**src/rtl/clk_strobe_seq_if.sv**
```systemverilog
// Handshake and capture-bank bus of the strobe sequencer.
// The master (requester) drives start/byte_in; the slave (sequencer) drives the rest.
interface clk_strobe_seq_if;
  logic       start;
  logic [7:0] byte_in;
  logic       ready;
  logic       data_out;
  logic [7:0] strobe;
  logic       busy;
  logic       done;

  modport master (
    output start, byte_in,
    input  ready, data_out, strobe, busy, done
  );

  modport slave (
    input  start, byte_in,
    output ready, data_out, strobe, busy, done
  );
endinterface

```
**src/rtl/clk_strobe_seq.sv**
```systemverilog
// Serialises a byte into an 8-flop capture bank: one shared data line, one clock strobe per bit.
// Optional macro STROBE_HOLD_EN adds a one-cycle HOLD after every strobe pulse.
module clk_strobe_seq #(
  parameter int SETUP_CYCLES = 1
) (
  input logic            ff_clock,
  input logic            rst,
  clk_strobe_seq_if.slave bus
);

  localparam logic [3:0] SETUP_LAST = 4'(SETUP_CYCLES - 1);

  typedef enum logic [2:0] {
    IDLE,
    SETUP,
    STROBE,
`ifdef STROBE_HOLD_EN
    HOLD,
`endif
    DONE
  } state_t;

  state_t     state_q, state_d;
  logic [3:0] cnt_q, cnt_d;
  logic [2:0] idx_q, idx_d;
  logic [7:0] byte_q, byte_d;
  logic [7:0] strobe_q, strobe_d;
  logic       data_out_q, data_out_d;
  logic       busy_q, busy_d;
  logic       done_q, done_d;
  logic       ready_q, ready_d;
  logic       advance;

  // Bit i of the byte is clocked into bank bit i, which listens on strobe[7-i].
  function automatic logic [7:0] strobe_onehot(input logic [2:0] i);
    strobe_onehot = 8'h80 >> i;
  endfunction

  always_comb begin
    state_d    = state_q;
    cnt_d      = cnt_q;
    idx_d      = idx_q;
    byte_d     = byte_q;
    strobe_d   = strobe_q;
    data_out_d = data_out_q;
    busy_d     = busy_q;
    done_d     = 1'b0;
    ready_d    = ready_q;
    advance    = 1'b0;

    case (state_q)
      IDLE: begin
        if (bus.start) begin
          byte_d     = bus.byte_in;
          idx_d      = 3'd0;
          data_out_d = bus.byte_in[0];
          cnt_d      = SETUP_LAST;
          busy_d     = 1'b1;
          ready_d    = 1'b0;
          state_d    = SETUP;
        end
      end
      SETUP: begin
        if (cnt_q == 4'd0) begin
          strobe_d = strobe_onehot(idx_q);
          state_d  = STROBE;
        end else begin
          cnt_d = cnt_q - 4'd1;
        end
      end
      STROBE: begin
        strobe_d = 8'h00;
`ifdef STROBE_HOLD_EN
        state_d  = HOLD;
`else
        advance  = 1'b1;
`endif
      end
`ifdef STROBE_HOLD_EN
      HOLD: begin
        advance = 1'b1;
      end
`endif
      DONE: begin
        ready_d = 1'b1;
        state_d = IDLE;
      end
      default: begin
        strobe_d = 8'h00;
        busy_d   = 1'b0;
        ready_d  = 1'b1;
        state_d  = IDLE;
      end
    endcase

    // Next bit's data changes on the same edge the strobe falls (or leaves HOLD).
    if (advance) begin
      if (idx_q == 3'd7) begin
        done_d  = 1'b1;
        busy_d  = 1'b0;
        state_d = DONE;
      end else begin
        idx_d      = idx_q + 3'd1;
        data_out_d = byte_q[idx_q + 3'd1];
        cnt_d      = SETUP_LAST;
        state_d    = SETUP;
      end
    end
  end

  always_ff @(posedge ff_clock or posedge rst) begin
    if (rst) begin
      state_q    <= IDLE;
      cnt_q      <= 4'd0;
      idx_q      <= 3'd0;
      byte_q     <= 8'h00;
      strobe_q   <= 8'h00;
      data_out_q <= 1'b0;
      busy_q     <= 1'b0;
      done_q     <= 1'b0;
      ready_q    <= 1'b1;
    end else begin
      state_q    <= state_d;
      cnt_q      <= cnt_d;
      idx_q      <= idx_d;
      byte_q     <= byte_d;
      strobe_q   <= strobe_d;
      data_out_q <= data_out_d;
      busy_q     <= busy_d;
      done_q     <= done_d;
      ready_q    <= ready_d;
    end
  end

  assign bus.strobe   = strobe_q;
  assign bus.data_out = data_out_q;
  assign bus.busy     = busy_q;
  assign bus.done     = done_q;
  assign bus.ready    = ready_q;

endmodule

```
**src/flat_wrapper.sv**
```systemverilog
// flat-port wrapper written by rule: the top's interface ports become plain ports
module clk_strobe_seq_flat 
#(
  parameter int SETUP_CYCLES = 1
)
  (ff_clock, rst, bus_start, bus_byte_in, bus_ready, bus_data_out, bus_strobe, bus_busy, bus_done);
  clk_strobe_seq_if bus_i ();
  input logic ff_clock;
  input logic rst;
  input wire logic [$bits(bus_i.start)-1:0] bus_start;
  input wire logic [$bits(bus_i.byte_in)-1:0] bus_byte_in;
  output wire logic [$bits(bus_i.ready)-1:0] bus_ready;
  output wire logic [$bits(bus_i.data_out)-1:0] bus_data_out;
  output wire logic [$bits(bus_i.strobe)-1:0] bus_strobe;
  output wire logic [$bits(bus_i.busy)-1:0] bus_busy;
  output wire logic [$bits(bus_i.done)-1:0] bus_done;
  assign bus_i.start = bus_start;
  assign bus_i.byte_in = bus_byte_in;
  assign bus_ready = bus_i.ready;
  assign bus_data_out = bus_i.data_out;
  assign bus_strobe = bus_i.strobe;
  assign bus_busy = bus_i.busy;
  assign bus_done = bus_i.done;
  clk_strobe_seq #(.SETUP_CYCLES(SETUP_CYCLES)) u_core (.ff_clock(ff_clock), .rst(rst), .bus(bus_i));
endmodule
```
**config.mk**
```make
export PLATFORM = sky130hd
export DESIGN_NAME = clk_strobe_seq_flat
export DESIGN_NICKNAME = d
export VERILOG_FILES = /design/src/rtl/clk_strobe_seq_if.sv /design/src/rtl/clk_strobe_seq.sv /design/src/flat_wrapper.sv
export SDC_FILE = /design/constraint.sdc
export NUM_CORES = 1
export LEC_CHECK = 0
export ABC_CLOCK_PERIOD_IN_PS = 1600
export CAP_MARGIN = 10
export CELL_PAD_IN_SITES_DETAIL_PLACEMENT = 0
export CELL_PAD_IN_SITES_GLOBAL_PLACEMENT = 1
export CORE_MARGIN = 2
export CORE_UTILIZATION = 37
export DETAILED_ROUTE_END_ITERATION = 7
export PLACE_DENSITY = 0.82
export RECOVER_POWER = 50
export SKIP_LAST_GASP = 1
export SLEW_MARGIN = 0
export SYNTH_ARGS = -nofsm -noshare
export SYNTH_HDL_FRONTEND = slang
export SYNTH_SLANG_ARGS = --single-unit
```
**constraint.sdc**
```tcl
create_clock -name ff_clock -period 1.6 [get_ports ff_clock]
set_input_delay 0.48 -clock ff_clock [delete_from_list [all_inputs] [get_ports ff_clock]]
set_output_delay 0.48 -clock ff_clock [all_outputs]
set_load 0.01 [all_outputs]
```
==> flow_metrics.env <==
export IMPL_status="finished, final reports clean"
export IMPL_synth_edf_count=0
export IMPL_synth_async_sr_flop_share_pct=100
export IMPL_holdWs_ns=0.471
export IMPL_worst_pin_slew_ns=0.460
export IMPL_grt_ovfl_total=0
export IMPL_crit_buf_inv=1
export IMPL_fill_cells=355
export IMPL_crit_chain="dlygate4sd2_1"
export IMPL_synth_avg_cell_area_um2=10.7
export IMPL_rr_worst_depth=8
export IMPL_start_kind="flop"
export IMPL_required_ns=1.12
export IMPL_post_route_period_util_pct=95.4
export IMPL_hold_viol=0
export IMPL_drc_errors=0
export IMPL_p_seq_share_pct=36.6
export IMPL_hold_class="flop to flop"
export IMPL_pwr_share_clk_pct=19.5
export IMPL_htreeDepth=2
export IMPL_swShare_pct=35.6
export IMPL_p_leak_nw=0.907
export IMPL_skew_ns=0.00563
export IMPL_diodes=0
export IMPL_worstPathArrival_ns=1.05
export IMPL_tritoncts="yes"
export IMPL_place_detailed_hpwl_mm=2.15
export IMPL_place_congestion=0.815
export IMPL_antenna_found_initial=0
export IMPL_firstDrtPassIters=4
export IMPL_postRouteAntennaNets=0
export IMPL_portBuffers=22
export IMPL_num_rows=22
export IMPL_initial_core_util_pct=39.1
export IMPL_dieArea_um2=4450
export IMPL_period_needed_ns=1.53
export IMPL_clockBufferDepth=2
export IMPL_fp_dieH_um=66.7
export IMPL_areaGrowthSynthToFinish_pct=29.6
export IMPL_ys_flop_type="dfrtp_1"
export IMPL_grt_pass1_wl_mm=4.80
export IMPL_synth_area_um2=1450
export IMPL_drive_gt1_share_pct=18.6
export IMPL_cp_slowest_cell="dfstp_2"
export IMPL_combPwrFrac_pct=43.9
export IMPL_hold_depth=2
export IMPL_grt_usage_pct=15.0
export IMPL_num_vias=1088
export IMPL_critPathMaxStageDelay_ns=0.52
export IMPL_synth_seq_area_share_pct=50.0
export IMPL_syn_inst=136
export IMPL_cts_sink_count=29
export IMPL_slew_violations=0
export IMPL_worstSkewPairLatency_ns=0.28
export IMPL_end_kind="output port"
export IMPL_fin_cells=220
export IMPL_grt_pass1_vias=1092
export IMPL_ys_types=32
export IMPL_rrSetupSlack_ns=0.09
export IMPL_cp_max_fo=2
export IMPL_fmax_ghz=0.655
export IMPL_ioPinCount=23
export IMPL_max_slew_margin_pct=69.3
export IMPL_layout_common_cells="28 x dfrtp_1, 14 x nand2_1, 12 x inv_1, 12 x dlygate4sd2_1"
export IMPL_yosys_warnings=0
export IMPL_reg2reg_from="u_core.cnt_q[0]"
export IMPL_setup_viol=0
export IMPL_total_power_mw=3.04
export IMPL_layout_commonest_cell="dfrtp_1"
export IMPL_peakVddDrop_mv=0.700
export IMPL_yosysTopAreaCellShare_pct=48.2
export IMPL_clkTransAtPathRegs_ns=0.06
export IMPL_syn_nets=157
export IMPL_synth_area_leaders="dfrtp_1 48%, ha_1 8.6%, mux2_2 6.2%"
export IMPL_layout_nets=193
export IMPL_whs_endpoint="u_core.bus.strobe[5]"
export IMPL_wl_per_cell_um=12.7
export IMPL_drt_iter0_markers=34
export IMPL_die_w_um=66.7
export IMPL_p_int_mw=1.96
export IMPL_viasPerCell=4.95
export IMPL_critPathTopFamily="flip-flops"
export IMPL_crit_type="flop to output port"
export IMPL_post_route_util_pct=50.7
export IMPL_powerDensity_nw_per_um2=1620
export IMPL_min_from="u_core.bus.strobe[5]"
export IMPL_clock_root_buffer="clkbuf_8"
export IMPL_p_sw_mw=1.08
export IMPL_ys_seq_elements=29
export IMPL_cts_made_buffers=5
export IMPL_drv_cap=0
export IMPL_placedCellCount=209
export IMPL_grt_max_degree=16
export IMPL_reg2reg_to="u_core.bus.strobe[2]"
export IMPL_synth_top_area_cell="dfrtp_1"
export IMPL_fp_coreArea_um2=3720
export IMPL_wirelength_mm=2.79
-- power groups by stage --
stage | logic (mW) | clock network, mW | registers, mW
after floorplan | 0.874 | 0 | 1.12
after global placement | 1.26 | 0 | 1.12
after detailed placement | 1.30 | 0 | 1.13
after CTS | 1.26 | 0.618 | 1.12
after global routing | 1.49 | 0.666 | 1.13
final | 1.34 | 0.595 | 1.11
-- how the worst max path moves through the flow --
stage / to / slack, ns / from / depth (start not counted)
after CTS: u_core.bus.strobe[6] / 0.02 / u_core.cnt_q[0] / 7
final: bus_ready / 0.07 / u_core.bus.ready / 1
after global routing: u_core.bus.strobe[5] / -0.01 / u_core.cnt_q[0] / 8
after detailed placement: u_core.byte_q[4] / -0.19 / bus_start / 3
after floorplan: u_core.bus.data_out / 0.06 / u_core.idx_q[0] / 5
after global placement: u_core.byte_q[2] / -0.16 / bus_start / 3
-- cell type report --
| type | instances | area, um2 | area share (%) |
|---|---|---|---|
| clock buffer | 7 | 86.3 | 4.58 |
| inverter | 12 | 45.0 | 2.39 |
| multi-input combinational | 90 | 681 | 36.1 |
| sequential | 29 | 727 | 38.6 |
| tap | 48 | 60.1 | 3.19 |
| timing repair buffer | 34 | 285 | 15.1 |
-- layer usage --
| layer | global-route usage [%] | up-vias | wire length [um] |
|---|---|---|---|
| met5 | 0 | - | 0 |
| met4 | 5.61 | 0 | 43 |
| met3 | 6.76 | 6 | 174 |
| met2 | 24.4 | 27 | 1350 |
| met1 | 17.2 | 516 | 1220 |
| li1 | - | 539 | - |
-- state kept, by name, indices dropped and copies added, names as in the netlist --
signal	flops
u_core.bus.busy	1
u_core.bus.data_out	1
u_core.bus.done	1
u_core.bus.ready	1
u_core.bus.strobe	8
u_core.byte_q	8
u_core.cnt_q	4
u_core.idx_q	3
u_core.state_q	2
-- metrics by stage --
stage	area, um2	worst slack (ns)	TNS, ns
4_1_cts	1850	0.0208	0
5_1_grt	1880	-0.0104	-0.0216
3_5_place_dp	1780	-0.193	-1.91
3_3_place_gp	1780	-0.160	-1.48
6_report	1880	0.0734	0
2_1_floorplan	1450	0.0568	0
-- cell usage after synthesis (3+ instances only) --
master and count:
mux2i_1 5, inv_1 12, buf_2 3, mux2_2 8, nand3_1 3, a21oi_1 9
nand2_1 14, nand2b_1 3, ha_1 10, dfrtp_1 28, nor2_1 7, o21ai_0 10
-- logic make-up (layout without fill, tap and decap cells) --
logic type	Yosys count	in the layout	synth area share, %
DFF	29	29	50.0
muxes	14	14	11.2
buffers and inverters	17	53	5.16
adders and majority gates	10	10	8.61
AOI/OAI and AO/OA	31	31	13.1
and+or+nand+nor	35	35	12.0
-- timing repair --
item                       CTS  global route
setup buffers                0             4
setup endpoints to repair   12            11
hold buffers                 0             0
gates resized for setup     12             7
hold endpoints to repair     0             0
Note: power is estimated with default switching activity, not from simulation.
